**src/rtl/pwm_multi.sv**
```systemverilog
// rtl/pwm_multi.sv - multi-channel shared-counter PWM with shadowed period/duty/mode; optional macro PWM_MULTI_POLARITY_EN
module pwm_multi #(
  parameter int WIDTH    = 8,
  parameter int CHANNELS = 4
) (
  input  logic                      clk_in,
  input  logic                      rst,
  input  logic                      en,
  input  logic [WIDTH-1:0]          period,
  input  logic                      mode,
  input  logic [CHANNELS*WIDTH-1:0] duty_in,
  input  logic                      load,
`ifdef PWM_MULTI_POLARITY_EN
  input  logic [CHANNELS-1:0]       polarity,
`endif
  output logic [CHANNELS-1:0]       pwm_out,
  output logic                      sync_out,
  output logic                      load_ack
);

  localparam logic [WIDTH-1:0] ZERO = '0;
  localparam logic [WIDTH-1:0] ONE  = WIDTH'(1);

  typedef enum logic [1:0] {ST_IDLE, ST_UP, ST_DOWN} state_e;

  state_e                    state_q, state_d;
  logic [WIDTH-1:0]          cnt_q, cnt_d;

  logic [WIDTH-1:0]          act_period_q, act_period_d;
  logic                      act_mode_q, act_mode_d;
  logic [CHANNELS*WIDTH-1:0] act_duty_q, act_duty_d;

  logic [WIDTH-1:0]          pnd_period_q, pnd_period_d;
  logic                      pnd_mode_q, pnd_mode_d;
  logic [CHANNELS*WIDTH-1:0] pnd_duty_q, pnd_duty_d;
  logic                      pend_q, pend_d;

  logic [CHANNELS-1:0]       pwm_q, pwm_d;
  logic                      sync_q, sync_d;
  logic                      ack_stage_q, ack_stage_d;
  logic                      ack_q, ack_d;

  logic                      down;
  logic                      tc;
  logic                      apply_direct;
  logic                      apply_pend;

  assign down = (state_q == ST_DOWN);

  // Terminal count: last cycle of the current period (never while disabled)
  always_comb begin
    tc = 1'b0;
    if (!en) begin
      tc = 1'b0;
    end else if (act_mode_q && (act_period_q > ONE)) begin
      tc = down && (cnt_q == ONE);
    end else begin
      tc = !down && (cnt_q == act_period_q);
    end
  end

  // Counter FSM next state: idle clears, terminal count restarts upward, centre mode turns at P
  always_comb begin
    state_d = state_q;
    cnt_d   = cnt_q;
    if (!en) begin
      state_d = ST_IDLE;
      cnt_d   = ZERO;
    end else if (tc) begin
      state_d = ST_UP;
      cnt_d   = ZERO;
    end else if (down) begin
      state_d = ST_DOWN;
      cnt_d   = cnt_q - ONE;
    end else if (act_mode_q && (cnt_q == act_period_q)) begin
      state_d = ST_DOWN;
      cnt_d   = cnt_q - ONE;
    end else begin
      state_d = ST_UP;
      cnt_d   = cnt_q + ONE;
    end
  end

  // Shadow registers: a load in the boundary cycle goes straight to active, otherwise via pending
  always_comb begin
    act_period_d = act_period_q;
    act_mode_d   = act_mode_q;
    act_duty_d   = act_duty_q;
    pnd_period_d = pnd_period_q;
    pnd_mode_d   = pnd_mode_q;
    pnd_duty_d   = pnd_duty_q;
    pend_d       = pend_q;
    apply_direct = tc && load;
    apply_pend   = 1'b0;
    if (apply_direct) begin
      act_period_d = period;
      act_mode_d   = mode;
      act_duty_d   = duty_in;
      pend_d       = 1'b0;
    end else begin
      if (pend_q && (tc || !en)) begin
        act_period_d = pnd_period_q;
        act_mode_d   = pnd_mode_q;
        act_duty_d   = pnd_duty_q;
        pend_d       = 1'b0;
        apply_pend   = 1'b1;
      end
      if (load) begin
        pnd_period_d = period;
        pnd_mode_d   = mode;
        pnd_duty_d   = duty_in;
        pend_d       = 1'b1;
      end
    end
  end

  // Output next state; load_ack is delayed one extra stage so it lines up with the first sync of the new settings
  always_comb begin
    pwm_d = '0;
    for (int i = 0; i < CHANNELS; i++) begin
      pwm_d[i] = en && (cnt_q < act_duty_q[i*WIDTH +: WIDTH]);
    end
    sync_d      = en && !down && (cnt_q == ZERO);
    ack_stage_d = apply_direct || apply_pend;
    ack_d       = ack_stage_q;
  end

  // State register with asynchronous active-low reset
  always_ff @(posedge clk_in or negedge rst) begin
    if (!rst) begin
      state_q      <= ST_IDLE;
      cnt_q        <= ZERO;
      act_period_q <= ZERO;
      act_mode_q   <= 1'b0;
      act_duty_q   <= '0;
      pnd_period_q <= ZERO;
      pnd_mode_q   <= 1'b0;
      pnd_duty_q   <= '0;
      pend_q       <= 1'b0;
      pwm_q        <= '0;
      sync_q       <= 1'b0;
      ack_stage_q  <= 1'b0;
      ack_q        <= 1'b0;
    end else begin
      state_q      <= state_d;
      cnt_q        <= cnt_d;
      act_period_q <= act_period_d;
      act_mode_q   <= act_mode_d;
      act_duty_q   <= act_duty_d;
      pnd_period_q <= pnd_period_d;
      pnd_mode_q   <= pnd_mode_d;
      pnd_duty_q   <= pnd_duty_d;
      pend_q       <= pend_d;
      pwm_q        <= pwm_d;
      sync_q       <= sync_d;
      ack_stage_q  <= ack_stage_d;
      ack_q        <= ack_d;
    end
  end

`ifdef PWM_MULTI_POLARITY_EN
  // Polarity is applied after the register so the idle level is also driven while reset is held
  assign pwm_out = pwm_q ^ polarity;
`else
  assign pwm_out = pwm_q;
`endif
  assign sync_out = sync_q;
  assign load_ack = ack_q;

endmodule
```
**config.mk**
```make
export PLATFORM = sky130hd
export DESIGN_NAME = pwm_multi
export DESIGN_NICKNAME = d
export VERILOG_FILES = /design/src/rtl/pwm_multi.sv
export SDC_FILE = /design/constraint.sdc
export NUM_CORES = 1
export LEC_CHECK = 0
export CAP_MARGIN = 0
export CORE_ASPECT_RATIO = 1.4
export CORE_MARGIN = 1.5
export CORE_UTILIZATION = 55
export DETAILED_ROUTE_END_ITERATION = 7
export GPL_TIMING_DRIVEN = 0
export PLACE_DENSITY_LB_ADDON = 0.08
export SLEW_MARGIN = 40
export SYNTH_ARGS = -nofsm -noshare
export SYNTH_HDL_FRONTEND = slang
export SYNTH_SLANG_ARGS = --single-unit
```
**constraint.sdc**
```tcl
create_clock -name clk_in -period 2.95 [get_ports clk_in]
set_input_delay 0.295 -clock clk_in [delete_from_list [all_inputs] [get_ports clk_in]]
set_output_delay 0.295 -clock clk_in [all_outputs]
set_load 0.02 [all_outputs]
```
## Word level (Yosys, flattened, before mapping)

Index checks and enable logic that the tools add are counted.

| storage, ports and cells | value |
|---|---|
| register bits | 100 |
| output and inout port bits | 6 |
| bits of input ports | 45 |

| cells by class | value |
|---|---|
| order comparisons | 5 |
| reductions and logical operators | 20 |
| bitwise operators | 1 |
| equal/unequal tests | 3 |
| muxes and demuxes | 21 |
| add/sub/neg operators | 2 |

Operator list:

| cell | number |
|---|---|
| 2-to-1 mux 32 bit | 2 |
| 2-to-1 mux 8 bit | 6 |
| less-than comparator 8 bit | 4 |
| logical AND 1 bit | 12 |
| 2-to-1 mux 1 bit | 9 |
| adder 8 x 1 -> 8 bit, second input constant | 1 |
| equality test 8 x 1 -> 1 bit, second input constant | 1 |
| equality test 8 bit | 1 |
| greater-than comparator 8 x 1 -> 1 bit, second input constant | 1 |
| logical NOT 8 bit | 1 |
| 2-to-1 mux 2 bit | 4 |
| subtractor 8 x 1 -> 8 bit, second input constant | 1 |
| nonzero test 3 bit | 1 |
| equality test 2 bit, second input constant | 1 |
| logical NOT 1 bit | 2 |
| logical OR 1 bit | 2 |
| AND reduction 2 bit | 1 |
| nonzero test 2 bit | 1 |
| NOT 1 bit | 1 |

## Depth between registers and ports, before layout

Gate-level depths: netlist of the first run.

| depth | value |
|---|---|
| depth after elaboration | 10 |
| gate-level depth with buffers | 10 |
| mapped depth without buffers | 8 |

## Worst setup path after synthesis of the first run

OpenSTA, ideal clock, no wires.

| timing path | value |
|---|---|
| kind | register to register |
| start | reg act_period_q[4] |
| end | reg act_duty_q[0] |
| library setup time | 0.125 ns |
| clock period less this slack | 2.447 ns |
| data arrival time | 2.321 ns |
| stages on the path, launching flop included | 8 |
| required time | 2.825 ns |
| path slack | 0.503 ns |
| path through | dfrtp_1 -> or4_4 -> o2111a_1 -> and2_4 -> a31oi_4 -> buf_6 -> mux2_2 -> mux2_4 |

| between the ends | value |
|---|---|
| longest elaborated chain between the ends | 7 |

RTL lines:

| item | line | text |
|---|---|---|
| start, declared | 29 | `logic [WIDTH-1:0] act_period_q, act_period_d;` |
| start signal, assigned | 147 | `act_period_q <= act_period_d;` |
| greater-than comparator 8 x 1 -> 1 bit or equality test 8 bit (tied branches) | 55, 58 |  |
| logical AND 1 bit, on equally long branches | 55, 58 |  |
| 2-to-1 mux 1 bit (*) | 55 | `end else if (act_mode_q && (act_period_q > ONE)) begin` |
| 2-to-1 mux 1 bit (*) | 53 | `if (!en) begin` |
| logical OR 1 bit | 101 | `if (pend_q && (tc \|\| !en)) begin` |
| logical AND 1 bit | 101 |  |
| nonzero test 2 bit (no line) | n/a |  |
| end signal, assigned | 149 | `act_duty_q <= act_duty_d;` |
| end, declared | 31 | `logic [CHANNELS*WIDTH-1:0] act_duty_q, act_duty_d;` |

Mark *: on every way between the ends. The rest lies on a longest branch, timed or not.
A chain may end at the register's enable or synchronous reset.

## Worst setup path after layout of the first run

| timing path | value |
|---|---|
| start | reg cnt_q[2] |
| end | reg pnd_period_q[5] |

| between the ends | value |
|---|---|
| longest elaborated chain between the ends | 7 |

RTL lines:

| item | line | text |
|---|---|---|
| start, declared | 27 | `logic [WIDTH-1:0] cnt_q, cnt_d;` |
| start signal, assigned | 146 | `cnt_q <= cnt_d;` |
| equality test 8 bit or equality test 8 x 1 -> 1 bit (tied branches) | 58, 56 |  |
| logical AND 1 bit, on equally long branches | 58, 56 |  |
| 2-to-1 mux 1 bit (*) | 55 |  |
| 2-to-1 mux 1 bit (*) | 53 |  |
| logical AND 1 bit (*) | 93 | `apply_direct = tc && load;` |
| NOT 1 bit (no line) (*) | n/a |  |
| AND reduction 2 bit (no line) (*) | n/a |  |
| end signal, assigned | 150 | `pnd_period_q <= pnd_period_d;` |
| end, declared | 33 | `logic [WIDTH-1:0] pnd_period_q, pnd_period_d;` |

Marks and branches as above.

==> results of run 1 <==
[layer usage]
| layer | part of all wire (%) | up-vias | wire length [µm] | global-route usage, % |
|---|---|---|---|---|
| met2 | 52 | 55 | 5570 | 38.5 |
| met3 | 2.2 | 20 | 239 | 2.91 |
| met4 | 3.1 | 0 | 333 | 12.3 |
| met1 | 43 | 1741 | 4610 | 29.1 |
| li1 | - | 1624 | - | - |
| met5 | 0 | - | 0 | 0 |
[worst max-delay path by stage]
stage	start	end	slack (ns)	cells past startpoint
floorplan	act_period_q[4]	act_duty_q[0]	0.50	7
global placement	rst	pnd_duty_q[30]	-2.15	1
CTS	cnt_q[2]	pnd_period_q[7]	0.02	8
finish	cnt_q[2]	pnd_period_q[5]	0.17	7
detailed placement	cnt_q[2]	pnd_period_q[7]	-0.21	8
global route	cnt_q[2]	pnd_duty_q[14]	0.01	7
[flip-flops by register name, indices dropped and copies added, names as in the netlist]
| signal | cells |
|---|---|
| pnd_mode_q | 1 |
| load_ack | 1 |
| pnd_duty_q | 32 |
| state_q | 2 |
| pwm_out | 4 |
| act_mode_q | 1 |
| cnt_q | 8 |
| act_duty_q | 32 |
| pend_q | 1 |
| ack_d | 1 |
| pnd_period_q | 8 |
| sync_out | 1 |
| act_period_q | 8 |
[synthesized netlist by cell type (6+ instances only)]
cell      number
a21o_1         9
buf_2          8
clkbuf_1       6
dfrtp_1      100
ha_1          32
inv_1         35
mux2_2        55
mux2_4        10
mux2i_1       60
nand2_1        7
nor2_1        11
o21ai_0        9
xnor2_1       10
[cells by family after synthesis]
logic type	count (synthesis)	synth area share [%]
AND/OR/NAND/NOR	52	5.61
flip-flops	100	47.4
buffers and inverters	54	4.97
adder cells (fa/ha/maj)	32	7.58
AO/OA/AOI/OAI	45	6.37
multiplexers	125	25.9
XOR/XNOR	13	2.16
[timing repair]
action                                  CTS  global route
endpoints found under the hold margin    30             0
pin swaps                                 0             0
hold buffers                              1             0
gates resized for setup                   2             7
endpoints found under the setup margin   40            39
[power groups by stage]
stage / clock [mW] / combinational, mW / sequential [mW]
2_1_floorplan: 0 / 0.472 / 1.68
3_3_place_gp: 0 / 0.684 / 1.69
3_5_place_dp: 0 / 0.719 / 1.70
4_1_cts: 1.28 / 0.732 / 1.67
5_1_grt: 1.33 / 0.808 / 1.70
6_report: 1.26 / 0.721 / 1.67
[stage by stage]
stage                     cells  hold slack [ns]  cell area (µm²)  setup TNS (ns)  util, %
after floorplan             421        -0.000591             5280               0        -
after global placement      581            0.332             5920         -219.86     62.9
after detailed placement    582            0.166             5950           -6.50     63.3
after CTS                   599            0.356             6290               0     66.9
after global routing        599            0.365             6300               0     67.0
final                       599            0.356             6300               0     67.0
[final cells by class]
type,count,area (µm²),share of cell area [%]
Timing Repair Buffer,52,543,8.62
Inverter,35,131,2.09
Multi-Input combinational cell,267,2520,40.1
Sequential cell,100,2500,39.7
Buffer,19,138,2.19
Clock inverter,3,42.5,0.675
Tap cell,110,138,2.19
Clock buffer,13,280,4.45
[critical path: stages, from the launching register on]
cell and delay, ns:
dfrtp_1 0.48, clkbuf_2 0.23, nor4_2 0.50, o2111a_1 0.34, a21oi_1 0.08, o21ai_2 0.32
buf_2 0.34, mux2_2 0.37
==> metrics.txt, run 1 <==
share of the synthesized area in the top cell type around 47%; Combinational Power Share between 10% and 20%; GRT overflow 0; Sw Pwr about 0.95 mW; total wire length around 11,000 µm; fin worst setup slack about 0.17 ns; total CTS buffers 9; hold path depth 0; FFs w/ async S/R, synth 100%; internal power approximately 2.7 mW; overall routing resource usage between 20% and 30%; Initial Utilization 56.2%; Chip Width roughly 86 µm; sequential fraction of the synthesis area a little under half; chip height 119 µm; r2r worst-path depth 7; Mean Syn Cell Area around 13 µm²; Leak just over 3 nW; data arrival time of the critical path 3.02 ns; Cells after Synth around 420; worst hold endpoint load_ack; CP Launch Type flip-flop; ANT nets after route 0; Max Freq approximately 360 MHz; initial antenna violation count 0; Final Skew ~0.0068 ns; 1st-pass router iterations 4; Max rail drop VDD 0.000367 V; largest net degree at the start of global routing ~70; Worst Hold Class flip-flop to flip-flop; Filler Cell Count about 760; EDFF count, synth 0; Sink Count 100; pre-CTS setup slack -0.211 ns; drc violations 0; RSZ-0062 raised after global routing false; vias in the first global route 3,758; switch share 26.1%; share of layout cells above drive strength 1 around 22%; DR vias/cell ~5.7; fin nets 561; Synth Flop Type dfrtp_1; share of power burned in registers 45.8%; yosys warns 0; Post-Syn Area between 0.005 and 0.006 mm²; wire length per cell approximately 18 µm; DRT iter0 DRCs between 150 and 200; CTS tree built; Detail Placement HPWL ~7600 µm; largest fanout on the critical path 10; CTS max path bufs 2; worst flop-to-flop path startpoint cnt_q[2]; Yosys top cell by area dfrtp_1; minimum clock period 2.78 ns; CTS root buf clkbuf_16; global-route wire length before repair roughly 18,000 µm; clock-pin slew on the worst setup and hold paths ~0.07 ns; Max-slew headroom ~46%; FF+latch count, synth 100; Worst setup EP type flip-flop; min-delay src ack_d; post-route clock period utilization a little over nine tenths; max-cap violations 0; Die ar. 0.0102 mm²; H-tree levels 3; R2R Setup Slk 0.17 ns; Clk pwr share 34.5%; area delta synth->final 19.2%; Critical Path RT between 3 and 4 ns; PD cells between 500 and 600 mW/mm²; Rows 42; Clk Latency, worst-skew pair about 0.35 ns; endpoints failing setup 0; IO Count 51; most common cell after layout, fill and taps aside dfrtp_1; Power Total between 3 and 4 mW; post-synth cell types 46; n_diodes 0; Crit Path Category flip-flop to flip-flop; Fin. Hold Viols 0; r2r endpoint pnd_period_q[5]; Core ar. between 0.009 and 0.01 mm²; Slew @ Worst Pin between 0.7 and 0.8 ns; Mapped Nets ~500; number of setup buffers added after CTS 0; status finished, final reports clean; PortBufs 50; synth top area cells dfrtp_1 (47%), mux2_2 (12%), mux2i_1 (11%); Slew Viols, Final 0; Vias approximately 3,400; most frequent cells in the layout dfrtp_1 (100), mux2i_1 (60), mux2_2 (55); routability-driven placement congestion ratio ~0.86
Note: power is estimated with default switching activity, not from simulation.
==> run 2, diff against run 1 <==
- DONT_BUFFER_PORTS: default -> 1
==> run 2 against run 1 <==
Against the previous run:
- core utilization fell by 5.6 points
- clock skew rose by 0.0015 ns
- sequential power barely moved
- combinational power fell by 15%
- critical endpoint is now act_duty_q[16]
- highest routed layer unchanged
- die area did not move
- cell count fell by 8.3%
- sequential share of layout area rose by 3.6 points
- fmax barely moved
- clock-buffer cell count fell by 2
- register-to-register slack barely moved
- worst setup slack got worse by 0.0012 ns
- largest cell class unchanged
- first-iteration DRC count fell by 17%
==> metrics.txt, run 2 (synthesis results as in run 1) <==
Crit Path Category flip-flop to flip-flop; r2r worst-path depth 9; Clk pwr share approximately 34%; status finished, final reports clean; overall routing resource usage between 20% and 30%; r2r endpoint act_duty_q[16]; Max-slew headroom a little over a third; CTS tree built; chip height around 120 µm; Rows 42; Filler Cell Count 756; Leak just under 3 nW; pre-CTS setup slack -0.215 ns; Clk Latency, worst-skew pair 0.35 ns; Fin. Hold Viols 0; Die ar. between 0.01 and 0.015 mm²; Detail Placement HPWL approximately 7300 µm; DRT iter0 DRCs around 150; GRT overflow 0; most frequent cells in the layout dfrtp_1 (100), mux2i_1 (60), mux2_2 (55); share of layout cells above drive strength 1 approximately a quarter; endpoints failing setup 0; area delta synth->final 9.33%; min-delay src en; internal power around 2.5 mW; H-tree levels 3; ANT nets after route 0; IO Count approximately 50; Final Skew approximately 0.0083 ns; Sink Count 100; Max Freq 359 MHz; n_diodes 0; largest fanout on the critical path 10; Largest regs act_duty_q x32, pnd_duty_q x32; wire length per cell ~20 µm; Finished Layout Cells between 500 and 600; Chip Width between 80 and 90 µm; Max rail drop VDD about 0.00037 V; post-route clock period utilization between 90% and 100%; total wire length around 11,000 µm; switch share a little over a quarter; initial antenna violation count 0; hold path depth 1; routability-driven placement congestion ratio 0.818; Initial Utilization between 50% and 60%; data arrival time of the critical path between 3 and 4 ns; fin worst setup slack 0.165 ns; worst flop-to-flop path startpoint cnt_q[1]; worst hold endpoint state_q[0]; most common cell after layout, fill and taps aside dfrtp_1; global-route wire length before repair about 17,000 µm; post-layout utilization of the core between 60% and 70%; share of power burned in registers 48.4%; R2R Setup Slk roughly 0.16 ns; dpl cells between 500 and 600; CP Launch Type flip-flop; Core ar. ~0.0094 mm²; clock-pin slew on the worst setup and hold paths 0.06 ns; final hold slack 0.0631 ns; max-cap violations 0; Sw Pwr approximately 0.94 mW; Finished Cell Area a little under 0.006 mm²; Worst setup EP type flip-flop; 1st-pass router iterations 4; fin nets 511; drc violations 0; Critical Path RT approximately 3.2 ns; total CTS buffers 9; Slew @ Worst Pin approximately 0.93 ns; Vias about 3,200; largest net degree at the start of global routing between 100 and 150; number of setup buffers added after CTS 0; Combinational Power Share around 18%; Worst Hold Class primary input to flip-flop; minimum clock period around 2.8 ns; Slew Viols, Final 0; vias in the first global route 3,530; DR vias/cell just under 6; CTS root buf clkbuf_16; PortBufs 0; RSZ-0062 raised after global routing false; PD cells roughly 600 mW/mm²; DP Area between 0.005 and 0.006 mm²; CTS max path bufs 2
==> run 2: changes by cell type in the layout (fill, tap and decap cells not counted), sizes merged <==
cell	before	now
clkdlybuf4s50	49	0
buf	14	11
clkinv	1	2
clkinvlp	1	2
==> run 2: how the worst max path moves through the flow <==
stage | start | to | depth (start not counted) | slack [ns]
2_1_floorplan | act_period_q[4] | act_duty_q[0] | 7 | 0.50
3_3_place_gp | cnt_q[2] | pnd_duty_q[8] | 8 | -0.17
3_5_place_dp | cnt_q[2] | pnd_duty_q[5] | 8 | -0.22
4_1_cts | cnt_q[2] | pnd_period_q[7] | 8 | 0.05
5_1_grt | cnt_q[1] | act_period_q[6] | 9 | 0.03
6_report | cnt_q[1] | act_duty_q[16] | 9 | 0.16
==> run 2: area by class of cell <==
type                       count  area [µm²]  share of cell area, %
timing repair buffer           2        37.5                  0.650
inverter                      35         131                   2.27
clock buffer                  11         233                   4.03
buffer                        19         143                   2.47
sequential                   100        2500                   43.3
tap                          110         138                   2.38
clock inverter                 5        62.6                   1.08
multi-input combinational    267        2530                   43.8
==> run 2: power by group through the flow <==
| stage | sequential [mW] | combinational (mW) | clock [mW] |
|---|---|---|---|
| after floorplan | 1.68 | 0.472 | 0 |
| after CTS | 1.69 | 0.623 | 1.21 |
| after detailed placement | 1.71 | 0.580 | 0 |
| after global routing | 1.71 | 0.694 | 1.25 |
| final | 1.69 | 0.615 | 1.18 |
| after global placement | 1.71 | 0.555 | 0 |
==> run 2: metrics by stage <==
stage	setup TNS, ns	total power [mW]
global placement	-5.56	2.26
global route	0	3.66
CTS	0	3.52
finish	0	3.49
detailed placement	-7.00	2.29
floorplan	0	2.15
==> run 2: timing repair <==
item                                   CTS  global route
setup endpoints to repair               39            54
resized for setup                        2            10
hold buffers                             2             0
endpoints found under the hold margin  100             0
pin swaps                                0             0
==> run 2: per-layer routing <==
metal,GRT usage (%),vias to the layer above,wire length (µm)
met5,0,-,0
met1,26.3,1626,4360
met2,40.2,66,5680
met4,11.2,0,274
met3,4.02,17,451
li1,-,1517,-
==> run 2: critical path: stages, from the launching register on <==
cell and delay (ns):
dfrtp_1 0.65, inv_1 0.17, ha_1 0.22, and4b_1 0.18, o2111a_1 0.18, and2_4 0.16
a31oi_4 0.26, buf_6 0.22, mux2_2 0.35, mux2_4 0.26
==> run 3, diff against run 2 <==
- HOLD_SLACK_MARGIN: default -> 0.12
==> run 3 against run 2 <==
Against the previous run:
- cell count is 7.7% higher
- power is 1.2% higher
- hold slack better by 0.083 ns
- sequential power hardly changed
- combinational power is 7.3% higher
- critical path type unchanged
- fmax is 0.15% lower
- wire length is 4.3% higher
- first-iteration DRC count is 10% higher
- clock-buffer cell count stayed put
- via count is 5.2% higher
==> metrics.txt, run 3 (synthesis results as in run 1) <==
status finished, final reports clean; Final Skew 0.00712 ns; Worst Hold Class primary input to flip-flop; IO Count between 50 and 60; drc violations 0; ANT nets after route 0; Max rail drop VDD approximately 0.00037 V; share of layout cells above drive strength 1 a little over a fifth; Critical Path RT around 3.2 ns; Worst setup EP type flip-flop; CP Launch Type flip-flop; Fin. Hold Viols 0; Slew @ Worst Pin roughly 0.9 ns; Die ar. slightly above 0.01 mm²; largest fanout on the critical path 10; Rows 42; global-route wire length before repair roughly 18,000 µm; chip height around 120 µm; Crit Path Category flip-flop to flip-flop; Leak 3.07 nW; CTS tree built; setup TNS 0 ns; wire length per cell approximately 19 µm; endpoints failing setup 0; max-cap violations 0; Initial Utilization about 56%; total wire length around 11,000 µm; most common cell after layout, fill and taps aside dfrtp_1; total CTS buffers 9; Max Freq approximately 360 MHz; PortBufs 0; DR vias/cell roughly 5.7; post-layout utilization of the core 65.8%; Chip Width 85.8 µm; initial antenna violation count 0; CTS max path bufs 2; dpl cells 531; area delta synth->final 17.2%; 1st-pass router iterations 4; Vias about 3,400; data arrival time of the critical path around 3 ns; routability-driven placement congestion ratio ~0.8; Clk Latency, worst-skew pair between 0.3 and 0.4 ns; Sink Count 100; Largest regs act_duty_q x32, pnd_duty_q x32; most frequent cells in the layout dfrtp_1 (100), mux2i_1 (60), mux2_2 (55); CTS root buf clkbuf_16; Slew Viols, Final 0; RSZ-0062 raised after global routing false; DRT iter0 DRCs 160; vias in the first global route around 3,700; minimum clock period roughly 2.8 ns; Max-slew headroom ~37%; Core ar. 0.00941 mm²; overall routing resource usage 23.7%; PD cells 570 mW/mm²; largest net degree at the start of global routing between 100 and 150; final hold slack roughly 0.15 ns; clock-pin slew on the worst setup and hold paths 0.07 ns; Finished Layout Cells between 500 and 600; GRT overflow 0; Detail Placement HPWL approximately 7300 µm; fin nets 553; n_diodes 0; post-route clock period utilization between 90% and 100%; H-tree levels 3
==> run 3: changes by cell type in the layout (fill, tap and decap cells not counted), sizes merged <==
cell,before,now
dlygate4sd3,1,43
clkbuf,20,19
buf,11,12
==> run 3: metal layers <==
layer | routed length [µm] | GRT usage [%]
met1 | 4680 | 27.8
met5 | 0 | 0
met4 | 278 | 11.2
met2 | 5920 | 42.1
met3 | 366 | 3.53
==> run 3: where the power goes <==
part	switching, mW	internal, mW	leakage [nW]
clock network	0.518	0.661	0.136
registers	0.120	1.57	1.18
logic	0.312	0.348	1.75
==> run 3: worst paths after layout <==
path,startpoint,endpoint,slack [ns],cells after the start
setup reg to reg,cnt_q[1],act_duty_q[16],0.16,9
min in group asynchronous,rst,pnd_duty_q[12],0.52,2
hold reg to reg,ack_d,load_ack,0.35,0
hold / removal,mode,act_mode_q,0.15,2
max in group asynchronous,rst,load_ack,2.04,2
setup / recovery,cnt_q[1],act_duty_q[16],0.16,9
==> run 3: critical path, cell delays in order, from the launching register on <==
cell and delay, ns:
dfrtp_1 0.65, inv_1 0.18, ha_1 0.23, and4b_1 0.18
o2111a_1 0.18, and2_4 0.16, a31oi_4 0.26, buf_6 0.22
mux2_2 0.35, mux2_4 0.26
==> run 3: cell type report <==
cell class | instances | area, µm²
buffer | 19 | 140
sequential | 100 | 2500
inverter | 35 | 131
tap | 110 | 138
clock buffer | 11 | 233
fill | 720 | 3210
clock inverter | 5 | 62.6
multi-input combinational | 267 | 2530
timing repair buffer | 44 | 458
==> run 3: what timing repair did <==
item / in CTS / in global routing
endpoints found under the hold margin: 144 / 0
gates resized for setup: 2 / 9
setup endpoints to repair: 39 / 54
hold buffers: 44 / 0
buffers inserted: 0 / 0
==> run 3: per-stage QoR <==
stage	instance area (µm²)	setup slack, ns	total power [mW]
final	6190	0.160	3.53
after global routing	6190	0.0364	3.70
after detailed placement	5420	-0.215	2.29
after global placement	5420	-0.170	2.26
after floorplan	5280	0.503	2.15
after CTS	6180	0.0514	3.56
